### config.mk
export PLATFORM = sky130hd
export DESIGN_NAME = pipe_ctrl_chain
export DESIGN_NICKNAME = d
export VERILOG_FILES = /design/src/rtl/pipe_ctrl_chain_pkg.sv /design/src/rtl/pipe_ctrl_chain_stage_reg.sv /design/src/rtl/pipe_ctrl_chain.sv
export SDC_FILE = /design/constraint.sdc
export NUM_CORES = 1
export LEC_CHECK = 0
export CAP_MARGIN = 20
export CORE_MARGIN = 5
export CORE_UTILIZATION = 50
export DETAILED_ROUTE_END_ITERATION = 7
export PLACE_DENSITY = 0.83
export SLEW_MARGIN = 10
export SYNTH_ARGS = -nofsm -noshare
export SYNTH_HDL_FRONTEND = slang
export SYNTH_HIERARCHICAL = 1
export SYNTH_SLANG_ARGS = --single-unit
### constraint.sdc
create_clock -name Clk -period 5.2 [get_ports Clk]
set_clock_uncertainty 0.05 [all_clocks]
set_input_delay 0.78 -clock Clk [delete_from_list [all_inputs] [get_ports Clk]]
set_output_delay 0.78 -clock Clk [all_outputs]
set_load 0.01 [all_outputs]
### src/rtl/pipe_ctrl_chain_pkg.sv
// Shared control-word layout for the ID->EX/MEM/WB control pipeline:
// field positions, the bubble word and the default per-stage field masks.
package pipe_ctrl_chain_pkg;

  localparam int CTRL_W = 14;

  // {jmpl,RW,ALU_op3[3:0],SE,load,RF_en,size[1:0],modCC,call,DM_en}
  localparam int BIT_JMPL        = 13;
  localparam int BIT_RW          = 12;
  localparam int BIT_ALU_OP3_LSB = 8;
  localparam int ALU_OP3_W       = 4;
  localparam int BIT_SE          = 7;
  localparam int BIT_LOAD        = 6;
  localparam int BIT_RF_EN       = 5;
  localparam int BIT_SIZE_LSB    = 3;
  localparam int SIZE_W          = 2;
  localparam int BIT_MODCC       = 2;
  localparam int BIT_CALL        = 1;
  localparam int BIT_DM_EN       = 0;

  typedef logic [CTRL_W-1:0] ctrl_t;

  // All-zero bubble cannot write RF, memory or CC.
  localparam ctrl_t CTRL_BUBBLE = '0;

  function automatic ctrl_t field_mask(input int lsb, input int w);
    ctrl_t m;
    m = '0;
    for (int i = 0; i < w; i++) m[lsb+i] = 1'b1;
    return m;
  endfunction

  localparam ctrl_t MASK_EX  = '1;
  localparam ctrl_t MASK_MEM = ~(field_mask(BIT_ALU_OP3_LSB, ALU_OP3_W) | field_mask(BIT_MODCC, 1));
  localparam ctrl_t MASK_WB  = field_mask(BIT_RF_EN, 1);

  localparam logic [3*CTRL_W-1:0] DEFAULT_STAGE_MASK = {MASK_WB, MASK_MEM, MASK_EX};

endpackage

### src/rtl/pipe_ctrl_chain_stage_reg.sv
// One pipeline stage: masked control word plus valid bit, with load enable and
// synchronous clear-to-bubble. An invalid stage always holds the bubble word.
module pipe_stage_reg #(
  parameter int               WIDTH = 14,
  parameter logic [WIDTH-1:0] MASK  = '1
) (
  input  logic             Clk,
  input  logic             R,
  input  logic             le,
  input  logic             clr,
  input  logic [WIDTH-1:0] d,
  input  logic             d_valid,
  output logic [WIDTH-1:0] q,
  output logic             q_valid
);

  always_ff @(posedge Clk or negedge R) begin
    if (!R) begin
      q       <= '0;
      q_valid <= 1'b0;
    end else if (le) begin
      if (clr || !d_valid) begin
        q       <= '0;
        q_valid <= 1'b0;
      end else begin
        q       <= d & MASK;
        q_valid <= 1'b1;
      end
    end
  end

endmodule

### src/rtl/pipe_ctrl_chain.sv
// Control-word pipeline from ID into STAGES registered copies (EX, MEM, WB, ...)
// with stall/flush bubbles, EX kill, global freeze and a saturating bubble counter.
module pipe_ctrl_chain
  import pipe_ctrl_chain_pkg::*;
#(
  parameter int                      WIDTH      = CTRL_W,
  parameter int                      STAGES     = 3,
  parameter logic [STAGES*WIDTH-1:0] STAGE_MASK = '1,
  parameter int                      CNT_W      = 16
) (
  input  logic                    Clk,
  input  logic                    R,
  input  logic                    le,
  input  logic [WIDTH-1:0]        id_ctrl,
  input  logic                    id_valid,
  input  logic                    stall,
  input  logic                    flush,
  input  logic                    ex_kill,
  output logic                    id_ready,
  output logic [STAGES*WIDTH-1:0] stage_ctrl,
  output logic [STAGES-1:0]       stage_valid,
  output logic [CNT_W-1:0]        bubble_cnt
);

  logic [WIDTH-1:0] stage_q [STAGES];
  logic             stage_v [STAGES];
  logic [CNT_W-1:0] cnt;

  assign id_ready = le & ~stall;

  // STAGES must be at least 2: stage 1 is where ex_kill applies.
  for (genvar k = 0; k < STAGES; k++) begin : g_stage
    logic [WIDTH-1:0] d;
    logic             dv;
    logic             clr;

    if (k == 0) begin : g_first
      assign d   = id_ctrl;
      assign dv  = id_valid;
      assign clr = stall | flush;
    end else begin : g_rest
      assign d   = stage_q[k-1];
      assign dv  = stage_v[k-1];
      assign clr = (k == 1) ? ex_kill : 1'b0;
    end

    pipe_stage_reg #(
      .WIDTH (WIDTH),
      .MASK  (STAGE_MASK[k*WIDTH +: WIDTH])
    ) u_reg (
      .Clk     (Clk),
      .R       (R),
      .le      (le),
      .clr     (clr),
      .d       (d),
      .d_valid (dv),
      .q       (stage_q[k]),
      .q_valid (stage_v[k])
    );

    assign stage_ctrl[k*WIDTH +: WIDTH] = stage_q[k];
    assign stage_valid[k]               = stage_v[k];
  end

  // Counts bubble requests, not lost instructions, so id_valid is irrelevant.
  always_ff @(posedge Clk or negedge R) begin
    if (!R) begin
      cnt <= '0;
    end else if (le && (stall || flush) && (cnt != {CNT_W{1'b1}})) begin
      cnt <= cnt + 1'b1;
    end
  end

  assign bubble_cnt = cnt;

endmodule

=== Word level (Yosys, flattened, before mapping) ===
Index checks and enable logic that the tools add are counted.

* Bits in registers: 61
* Input bits: 21

* Equality and inequality tests: 1
* Reductions and logical operators: 7
* $add $sub $neg: 1
* Bitwise operators: 3
* Muxes and demuxes: 6

{| class="wikitable"
|+ Operators by type and width
! kind !! count
|-
| 14-bit 2-to-1 mux || 3
|-
| 16-bit by 1-bit adder with 16-bit output (second input constant) || 1
|-
| 16-bit inequality test (second input constant) || 1
|-
| 1-bit logical OR || 3
|-
| 1-bit 2-to-1 mux || 3
|-
| 1-bit logical AND || 2
|-
| 1-bit zero test || 2
|-
| 1-bit AND || 1
|-
| 1-bit inverter || 1
|-
| 1-bit OR || 1
|}

=== Longest topological paths before layout ===
* Word-level depth: 3
* Mapped depth: 5
* Mapped depth without buffers: 5

=== By module ===
The synthesis kept the hierarchy.

{| class="wikitable"
|+ By module, submodules not included
! module !! cells each !! instances !! area each (µm²) !! sequential area each (µm²)
|-
| pipe_stage_reg || 64 || 3 || 693.2 || 375.4
|-
| pipe_ctrl_chain || 74 || 1 || 832.0 || 400.4
|}

=== Worst setup path before layout ===
OpenSTA, ideal clock, no wires.

* Path kind: input -> register
* From: input port stall
* To: register cnt[15], in the netlist bubble_cnt[15]
* Path buffers: 0
* Arrival time: 1.738 ns
* Setup time: 0.125 ns
* Path slack: 3.287 ns
* Data required time: 5.025 ns
* Stages on the path: 4
* Path through: o21ai_2 -> nor3_2 -> or4b_1 -> xnor2_1

* Cells in the longest elaborated chain, start to end: 3

{| class="wikitable"
|+ RTL lines
! what !! RTL line !! source
|-
| from (decl) || pipe_ctrl_chain.sv:16 || <nowiki>input logic stall,</nowiki>
|-
| 1-bit logical OR || pipe_ctrl_chain.sv:69 || <nowiki>end else if (le && (stall || flush) && (cnt != {CNT_W{1'b1}})) begin</nowiki>
|-
| 1-bit logical AND (2 in a row) || pipe_ctrl_chain.sv:69 ||
|-
| to (signal assigned) || pipe_ctrl_chain.sv:70 || <nowiki>cnt <= cnt + 1'b1;</nowiki>
|-
| to (decl) || pipe_ctrl_chain.sv:27 || <nowiki>logic [CNT_W-1:0] cnt;</nowiki>
|}

No other way between the ends.
A chain may end at the register's enable or synchronous reset.

=== Final worst setup path ===
* From: input port le
* To: register cnt[15], in the netlist bubble_cnt[15]

* Cells in the longest elaborated chain, start to end: 2

{| class="wikitable"
|+ RTL lines
! what !! RTL line !! source
|-
| from (decl) || pipe_ctrl_chain.sv:13 || <nowiki>input logic le,</nowiki>
|-
| 1-bit logical AND (2 in a row) || pipe_ctrl_chain.sv:69 ||
|}

No other way between the ends.

==> impl_metrics.json <==
{
  "grt_remaining_overflow": 0,
  "seq_area_mm2": 0.00153,
  "cellPowerDensity_mw_per_mm2": 292,
  "dieArea_mm2": 0.00745,
  "pwr-share-seq": 0.489,
  "hold_ws_ns": 0.470,
  "yosysSeqAreaShare": 0.524,
  "grt_usage": 0.181,
  "ys_types": 36,
  "multi_input_area_mm2": 0.00109,
  "run_status": "finished clean",
  "ant_nets": 0,
  "critPathLaunchType": "input pin",
  "port_buffers": 82,
  "timing.fmax_ghz": 0.361,
  "drt-initial-drc-count": 159,
  "slew_violations": 0,
  "cts_tree": "built",
  "tns_ns": 0,
  "hold_path_class": "flip-flop to flip-flop",
  "diodes": 0,
  "gp_congestion": 0.870,
  "leakage_nw": 1.53,
  "hold_viol": 0,
  "ys_seq_elements": 61,
  "ctsHtreeMaxLevel": 3,
  "ys_warn_count": 6,
  "syn_area_mm2": 0.00291,
  "worst_pin_slew_ns": 0.983,
  "vias": 2139,
  "grt_pass1_vias": 2145,
  "routed_wl_um": 6370,
  "syn_nets": 288,
  "p_sw_mw": 0.311,
  "syn_area_per_cell_um2": 10.9,
  "grt_setup_unrepaired": "no",
  "grt_use_met3": 0.0314,
  "area_growth_pct": 33.3,
  "dieWidth_um": 86.3,
  "fill_cells": 433,
  "grtUsageMet2": 0.282,
  "switching_share": 0.275,
  "die_h_um": 86.3,
  "syn_inst": 266,
  "ctsHoldBuffers": 0,
  "initial_core_util": 0.522,
  "cp_max_fo": 88,
  "required_ns": 5.36,
  "drcViolationCount": 0,
  "clk_latency_ns": 0.33,
  "cts_resized": 0,
  "core_mm2": 0.00557,
  "period_share": 0.533,
  "grt_max_degree": 89,
  "pwr-share-comb": 0.187,
  "ir_drop_v": 0.000314,
  "drive_gt1_frac": 0.162,
  "worstSetupPathType": "input pin to flip-flop",
  "layout_common_cells": "80 x clkdlybuf4s50_1, 61 x dfrtp_1, 46 x inv_1, 46 x nand2_1, 30 x o22ai_2",
  "vias_per_cell": 5.04,
  "nets": 369,
  "globalRouteMet1Util": 0.240,
  "clkTransAtPathRegs_ns": 0.06,
  "synth_area_leaders": "dfrtp_1 52%, o22ai_2 13%, inv_1 5.9%, nand2_1 5.9%, o22ai_1 2.6%",
  "synth.top_cell.area_share": 0.524,
  "cts_buffer_depth": 2,
  "numCtsBuffers": 9,
  "row_count": 27,
  "grt_pass1_wl_um": 10500,
  "root_buffer": "clkbuf_8",
  "clock_sinks": 61,
  "dp_hpwl_um": 4530,
  "grt-busiest-layer": "met2",
  "setup_violations": 0,
  "p_int_mw": 0.822,
  "cts_setup_buffers": 0,
  "endpoint_kind": "flip-flop",
  "ioPinCount": 83,
  "antenna_found_initial": 0,
  "period_minus_slack_ns": 2.77,
  "yosys.area.top_type": "dfrtp_1",
  "worst_ep_arrival_time_ns": 2.93,
  "first_pass_iters": 4,
  "clockPowerShare": 0.324,
  "drv_cap": 0,
  "routedWlPerCell_um": 15.0,
  "final_common_cell": "clkdlybuf4s50_1",
  "timing.slew.headroom": 0.345
}
==> kinds of logic after synthesis <==
logic type      after synthesis  share of synthesized area
simple gates                 78                      0.138
flops                        61                      0.524
buf+inv                      60                      0.101
compound gates               46                      0.170
xor+xnor                     14                     0.0421
mux                           5                     0.0193
fa+ha+maj                     1                    0.00430
other cells                   1                    0.00129
==> Yosys cell counts <==
cell type	instances
and4_1	1
o31ai_1	1
nor3_1	4
and3_1	1
nand3_1	5
o22ai_2	30
or4b_1	1
mux2_4	1
nor2b_1	1
o22ai_1	12
nand4_2	1
dfrtp_1	61
nor2_1	2
buf_2	3
nand4_1	5
conb_1	1
or2_2	1
nand2b_4	3
xor2_1	6
o41a_1	1
nand2_1	46
mux2i_1	3
nor2_2	1
o41ai_2	1
nor3_2	1
mux2_1	1
nor4_2	1
buf_4	5
inv_1	46
nor4_1	2
or2_1	1
o21ai_2	1
xnor2_1	8
nor3b_1	1
buf_6	6
ha_1	1
==> sequential cells by signal, summed over array words and instances, names as in the netlist <==
name and flops:
g_stage.u_reg/q 42, g_stage.u_reg/q_valid 3, bubble_cnt 16
==> worst paths after layout <==
check                                    start                     to  slack (ns)  cells past startpoint
worst max-delay path                        le         bubble_cnt[15]        2.43                      6
worst min register to register  bubble_cnt[15]         bubble_cnt[15]        0.47                      1
max in group asynchronous                    R          bubble_cnt[4]        4.05                      2
worst min-delay path            bubble_cnt[15]         bubble_cnt[15]        0.47                      1
worst max register to register   bubble_cnt[0]         bubble_cnt[15]        3.36                      5
min in group asynchronous                    R  g_stage[0].u_reg/q[0]        0.55                      2
==> power groups by stage <==
stage | combinational, mW | clock [mW] | sequential [mW]
CTS | 0.216 | 0.375 | 0.554
floorplan | 0.0938 | 0 | 0.570
detailed placement | 0.214 | 0 | 0.563
finish | 0.212 | 0.367 | 0.555
global placement | 0.208 | 0 | 0.560
global route | 0.233 | 0.394 | 0.562
==> area by class of cell <==
class | count | share of cell area
clock buffer | 15 | 0.0429
clock inverter | 1 | 0.00129
inverter | 46 | 0.0445
multi-input combinational | 145 | 0.281
sequential | 61 | 0.393
tap | 72 | 0.0232
timing repair buffer | 84 | 0.213
==> metrics by stage <==
| step | instances | cell area, µm² | worst slack (ns) | total power, mW | util |
|---|---|---|---|---|---|
| 6_report | 424 | 3880 | 2.43 | 1.13 | 0.696 |
| 5_1_grt | 424 | 3880 | 2.21 | 1.19 | 0.696 |
| 4_1_cts | 424 | 3880 | 2.44 | 1.14 | 0.696 |
| 3_5_place_dp | 408 | 3710 | 2.09 | 0.777 | 0.666 |
| 3_3_place_gp | 408 | 3710 | 2.16 | 0.768 | 0.666 |
| 2_1_floorplan | 266 | 2910 | 3.29 | 0.664 | - |
==> worst max-delay path, stage by stage <==
cell and delay [ns]:
buf_4 0.08, buf_4 0.73, o21ai_2 0.29, nor3_2 0.41, or4b_1 0.49, xnor2_1 0.14
==> routing by layer <==
layer  wire, µm  part of all wire
met1       2790              0.44
met2       3080              0.48
met3        303             0.048
met4        187             0.029
met5          0                 0
Power figures use the tool's default switching activity.
